**src/rtl/layer_compositor.sv**
```systemverilog
// rtl/layer_compositor.sv - N-layer priority compositor with frame-synchronous masks; optional colour-key via LAYER_COMPOSITOR_TKEY_EN
module layer_compositor #(
    parameter int               NLAYERS   = 4,
    parameter int               CHB       = 1,
    parameter int               RGBW      = 18,
    parameter bit               VS_POL    = 1'b0,
    parameter int               BLINK_BIT = 4,
    parameter logic [3*CHB-1:0] TKEY      = '0
) (
    input  logic                     iclk,
    input  logic                     irst_n,
    input  logic                     ihs,
    input  logic                     ivs,
    input  logic                     ipix_active,
    input  logic [NLAYERS-1:0]       ilayer_en,
    input  logic [NLAYERS*3*CHB-1:0] ilayer_data,
    input  logic [3*CHB-1:0]         ibg_color,
    input  logic                     imask_wr,
    input  logic [NLAYERS-1:0]       imask_vis,
    input  logic [NLAYERS-1:0]       imask_blink,
    output logic                     ohs,
    output logic                     ovs,
    output logic                     ode,
    output logic [3*CHB-1:0]         ocolor,
    output logic [RGBW-1:0]          odata,
    output logic [7:0]               oframe_cnt
);

    localparam int CW = 3 * CHB;
    localparam int OW = RGBW / 3;

`ifdef LAYER_COMPOSITOR_TKEY_EN
    localparam bit TKEY_EN = 1'b1;
`else
    localparam bit TKEY_EN = 1'b0;
`endif

    logic                  s1_hs, s1_vs, s1_vs_prev, s1_act;
    logic [NLAYERS-1:0]    s1_en;
    logic [NLAYERS*CW-1:0] s1_data;
    logic [CW-1:0]         s1_bg;

    logic [NLAYERS-1:0]    pend_vis, pend_blink, act_vis, act_blink;
    logic                  frame_edge;

    logic [NLAYERS-1:0]    qual;
    logic [CW-1:0]         sel;

    logic                  s2_hs, s2_vs, s2_act;
    logic [CW-1:0]         s2_color;
    logic [RGBW-1:0]       rgb;

    always_ff @(posedge iclk or negedge irst_n) begin
        if (!irst_n) begin
            s1_hs      <= ~VS_POL;
            s1_vs      <= ~VS_POL;
            s1_vs_prev <= ~VS_POL;
            s1_act     <= 1'b0;
            s1_en      <= '0;
            s1_data    <= '0;
            s1_bg      <= '0;
        end else begin
            s1_hs      <= ihs;
            s1_vs      <= ivs;
            s1_vs_prev <= s1_vs;
            s1_act     <= ipix_active;
            s1_en      <= ilayer_en;
            s1_data    <= ilayer_data;
            s1_bg      <= ibg_color;
        end
    end

    assign frame_edge = (s1_vs == VS_POL) && (s1_vs_prev != VS_POL);

    // Active masks copy the pending value before this clock's write lands,
    // so a write coincident with an edge waits for the following frame.
    always_ff @(posedge iclk or negedge irst_n) begin
        if (!irst_n) begin
            pend_vis   <= '1;
            pend_blink <= '0;
            act_vis    <= '1;
            act_blink  <= '0;
            oframe_cnt <= 8'd0;
        end else begin
            if (frame_edge) begin
                act_vis    <= pend_vis;
                act_blink  <= pend_blink;
                oframe_cnt <= oframe_cnt + 8'd1;
            end
            if (imask_wr) begin
                pend_vis   <= imask_vis;
                pend_blink <= imask_blink;
            end
        end
    end

    always_comb begin
        qual = '0;
        for (int k = 0; k < NLAYERS; k++) begin
            qual[k] = s1_en[k] && act_vis[k]
                      && !(act_blink[k] && oframe_cnt[BLINK_BIT])
                      && !(TKEY_EN && (s1_data[k*CW +: CW] == TKEY));
        end
    end

    // Scan from lowest priority upward so the lowest qualifying index wins.
    always_comb begin
        sel = s1_bg;
        for (int k = NLAYERS - 1; k >= 0; k--) begin
            if (qual[k]) begin
                sel = s1_data[k*CW +: CW];
            end
        end
    end

    always_ff @(posedge iclk or negedge irst_n) begin
        if (!irst_n) begin
            s2_hs    <= ~VS_POL;
            s2_vs    <= ~VS_POL;
            s2_act   <= 1'b0;
            s2_color <= '0;
        end else begin
            s2_hs    <= s1_hs;
            s2_vs    <= s1_vs;
            s2_act   <= s1_act;
            s2_color <= sel;
        end
    end

    always_comb begin
        rgb = '0;
        for (int c = 0; c < 3; c++) begin
            for (int i = 0; i < OW; i++) begin
                rgb[c*OW + OW - 1 - i] = s2_color[c*CHB + CHB - 1 - (i % CHB)];
            end
        end
    end

    always_ff @(posedge iclk or negedge irst_n) begin
        if (!irst_n) begin
            ohs    <= ~VS_POL;
            ovs    <= ~VS_POL;
            ode    <= 1'b0;
            ocolor <= '0;
            odata  <= '0;
        end else begin
            ohs    <= s2_hs;
            ovs    <= s2_vs;
            ode    <= s2_act;
            ocolor <= s2_color;
            odata  <= s2_act ? rgb : '0;
        end
    end

endmodule

```
**config.mk**
```make
export PLATFORM = sky130hd
export DESIGN_NAME = layer_compositor
export DESIGN_NICKNAME = d
export VERILOG_FILES = /design/src/rtl/layer_compositor.sv
export SDC_FILE = /design/constraint.sdc
export NUM_CORES = 1
export LEC_CHECK = 0
export BUFFER_PORTS_ARGS = -buffer_cell sky130_fd_sc_hd__buf_2
export CORE_MARGIN = 2
export CORE_UTILIZATION = 29
export CTS_CLUSTER_SIZE = 28
export DETAILED_ROUTE_END_ITERATION = 6
export PLACE_DENSITY_LB_ADDON = 0.1
export SKIP_LAST_GASP = 1
export SLEW_MARGIN = 10
export SYNTH_ARGS = -nofsm -noshare
export SYNTH_HDL_FRONTEND = slang
export SYNTH_SLANG_ARGS = --single-unit
export TNS_END_PERCENT = 1
```
**constraint.sdc**
```tcl
create_clock -name iclk -period 2.45 [get_ports iclk]
set_input_delay 0.6125 -clock iclk [delete_from_list [all_inputs] [get_ports iclk]]
set_output_delay 0.6125 -clock iclk [all_outputs]
set_load 0.05 [all_outputs]
```
Word level (Yosys, flattened, before mapping)
Cells that the tools add are included.
{"block": "op_classes", "order_cmp": 0, "add_sub_neg": 1, "shift": 0, "div_mod_pow": 0, "n_mux": 5, "n_eq_ne": 0, "reduce_logical": 17, "n_bitwise": 1, "mul": 0}
{"operator": "18-bit two-way mux", "count": 1}
{"operator": "1-bit logical AND", "count": 13}
{"operator": "3-bit two-way mux", "count": 4}
{"operator": "8-bit by 1-bit adder with 8-bit output (second input constant)", "count": 1}
{"operator": "1-bit zero test", "count": 4}
{"operator": "1-bit NOT", "count": 1}
{"block": "word_totals", "mem_bits_ro": 0, "latchBits": 0, "mem_bits_rw": 0, "memories": 0, "register_bits": 76, "out_inout_bits": 32}

Depth between registers and ports, before layout
{"block": "logic_depth", "word_depth": 7, "mapped_depth": 4, "depth_no_buf": 4}

Least setup slack after synthesis
No wires, ideal clock.
{"block": "synth_path", "kind": "register to register", "from": "reg oframe_cnt[4]", "to": "reg s2_color[0]", "n_path_buf": 0, "path_stages_with_launch": 5, "synth_period_minus_slack_ns": 1.574, "slack_ns": 0.876, "required_ns": 2.346, "arrival_ns": 1.470, "setup_ns": 0.104, "path_cell_list": "dfrtp_1 > and2_4 > or2_4 > and3_4 > a221oi_1"}
{"block": "synth_between", "elab_chain_len": 7, "elab_cells_between_ends": 16}
{"element": "start, declared", "line_no": "26", "rtl": "output logic [7:0] oframe_cnt"}
{"element": "start signal, assigned", "line_no": "88", "rtl": "oframe_cnt <= oframe_cnt + 8'd1;"}
{"element": "1-bit logical AND", "line_no": "101", "rtl": "&& !(act_blink[k] && oframe_cnt[BLINK_BIT])"}
{"element": "1-bit zero test", "line_no": "101"}
{"element": "1-bit logical AND", "line_no": "101"}
{"element": "3-bit two-way mux (3 in series)", "line_no": "110", "rtl": "if (qual[k]) begin"}
{"element": "3-bit two-way mux *", "line_no": "110"}
{"element": "named net sel[0]", "line_no": "47", "rtl": "logic [CW-1:0] sel;"}
{"element": "end signal, assigned", "line_no": "126", "rtl": "s2_color <= sel;"}
{"element": "end, declared", "line_no": "50", "rtl": "logic [CW-1:0] s2_color;"}
The timed path passes the listed nets; every way through them passes the cells marked *.
A chain may end at the register's enable or synchronous reset.

Worst setup path in the final report
{"block": "layout_path", "from": "reg oframe_cnt[4]", "to": "out oframe_cnt[4]"}
No word-level cell between the ends.

==> reports/metrics.csv <==
metric,value,unit
p_leak,1.26,nW
cts_tree,built,
synth_edf_count,0,
hold_viol_final,0,
synth_top_area_cell,dfrtp_1,
io_pins,65,
num_rows,31,
p_per_area,1100,mW/mm^2
avgSynthCellArea,15.6,um^2
clock_path_buffers,2,
netlist_instances,138,
drcViolationCount,0,
die_width,90.2,um
r2r_cells,5,
tightest_slew,0.647,ns
synth_most_common_cell,dfrtp_1,
nNetsFinal,232,
cts_buffers,9,
clock_latency,0.33,ns
diodes,0,
reg2reg_from,s2_vs,
numPortBuffers,64,
htreeDepth,3,
start_util,29.9,%
postRouteAntennaNets,0,
critical_path_required,1.84,ns
reg2reg_to,oframe_cnt[6],
cap_violations,0,
routabilityCongestion,0.723,
drt_iter0_drc,15,
setup_violations,0,
crit_type,reg2out,
fin_crit,1.74,ns
ys_async_sr_fraction,100,%
antenna_found_initial,0,
synth_seq_cells,61,
dpl.cell_count,286,
vias_per_cell,4.14,
synth_area_leaders,"dfrtp_1, dfstp_2, mux2_2",
post-route-period-util,70.9,%
core-area,0.00721,mm^2
fin_util,37.5,%
cpLargestDelayFamily,flip-flops,
path_cells,buf_2,
die_area,0.00814,mm^2
grt_pass1_vias,1341,
postCtsSetupBuffers,0,
synthToLayoutAreaGrowth,25.5,%
drive_gt1_share,57.6,%
tns,0,ns
wl,3.85,mm
clkTransAtPathRegs,0.07,ns
skew,0.00823,ns
min_path_type,in2async,
synth_warnings,0,
arrival,1.12,ns
final_area,0.00271,mm^2
vias,1251,
cp-start-kind,register,
ir_drop,0.364,mV
finalNonFillerCells,302,
yosysSeqAreaShare,71.6,%
relSlewSlack,56.9,%
place_hpwl,2.88,mm
cp_num_buf_inv,1,
synthTopCellsByCount,"dfrtp_1, mux2_2, buf_4, dfstp_2",
holdBufCountCts,0,
routedWlPerCell,12.8,um
reg2reg_slack,0.95,ns
grt_pass1_wl,6.41,mm
rsz0062_at_grt,no,
drtPass1Iterations,2,
slew_violations,0,
synth_top_area_share,54.5,%
grt_usage,10.3,%
cp_max_fo,7,
end_kind,output pin,
synth_cell_types,24,
die_h,90.2,um
grt_start_max_net_pins,35,
ys.flop_type,dfrtp_1,
critical_path.slowest_cell,dfrtp_1,
outcome,finished clean,
synth_nets,172,
cts_resized,0,
fmax,576,MHz
clock-root-buffer,clkbuf_8,
clock-sinks,61,
syn_area,0.00216,mm^2
grt_overflow,0,
max_stage_delay,0.48,ns
placed_area,0.00251,mm^2
-- layer usage --
metal	GRT usage [%]	part of all wire [%]
met1	12.5	44
met2	15.7	49
met3	4.19	6.1
met4	5.38	0.93
met5	0	0
-- kinds of logic after synthesis --
group	after synthesis	share of synthesized area, %
and+or+nand+nor	25	6.61
buffers and inverters	17	5.63
muxes	20	10.3
adders and majority gates	1	0.580
DFF	61	71.6
xor gates and xnor gates	7	2.84
AOI/OAI and AO/OA	7	2.49
-- worst max path at each step --
stage,slack [ns],endpoint,start,cells past startpoint
floorplan,0.88,s2_color[0],oframe_cnt[4],4
global placement,1.00,oframe_cnt[5],s2_vs,5
detailed placement,0.94,s2_color[1],oframe_cnt[4],4
CTS,0.68,oframe_cnt[4],oframe_cnt[4],1
global route,0.65,oframe_cnt[4],oframe_cnt[4],1
finish,0.71,oframe_cnt[4],oframe_cnt[4],1
-- layout by cell type (no fill, tap or decap), types with 2 or more instances in the layout --
cell type,synthesis,routed
a221oi_1,3,3
and2_1,3,3
buf_2,1,64
clkbuf_8,0,10
clkinv_2,0,2
clkinvlp_4,0,3
dfrtp_1,47,47
dfstp_2,14,14
mux2_2,17,17
mux2i_1,3,3
nand2_1,5,5
nand3_1,6,6
nand4_1,2,2
nor2_1,3,3
o22ai_1,3,3
xnor2_1,6,6
-- registers in the layout, indices dropped and copies added (netlist names), 3 cells and up --
| signal | cells |
|---|---|
| act_blink | 4 |
| act_vis | 4 |
| ocolor | 3 |
| odata | 3 |
| oframe_cnt | 8 |
| pend_blink | 4 |
| pend_vis | 4 |
| s1_bg | 3 |
| s1_data | 12 |
| s1_en | 4 |
| s2_color | 3 |
-- layout make-up --
type | count | area [um^2]
clock buffers | 10 | 138
clock inverters | 6 | 62.6
fillers | 716 | 4510
multi-input cells | 60 | 492
flip-flops and latches | 61 | 1540
well taps | 99 | 124
repair buffers | 66 | 348
-- where the power goes --
part           switching, mW  internal [mW]
clock network          0.375          0.493
logic                  0.593          0.221
registers              0.118           1.18
total                   1.09           1.89
-- through the flow --
stage | hold WS (ns) | power, mW | worst slack [ns]
after floorplan | 0.317 | 1.97 | 0.876
after global placement | 0.337 | 2.13 | 1.00
after detailed placement | 0.347 | 2.14 | 0.941
after CTS | 0.302 | 3.03 | 0.676
after global routing | 0.333 | 3.13 | 0.648
final | 0.306 | 2.98 | 0.714
No activity file was read; power rests on OpenSTA's default activity.
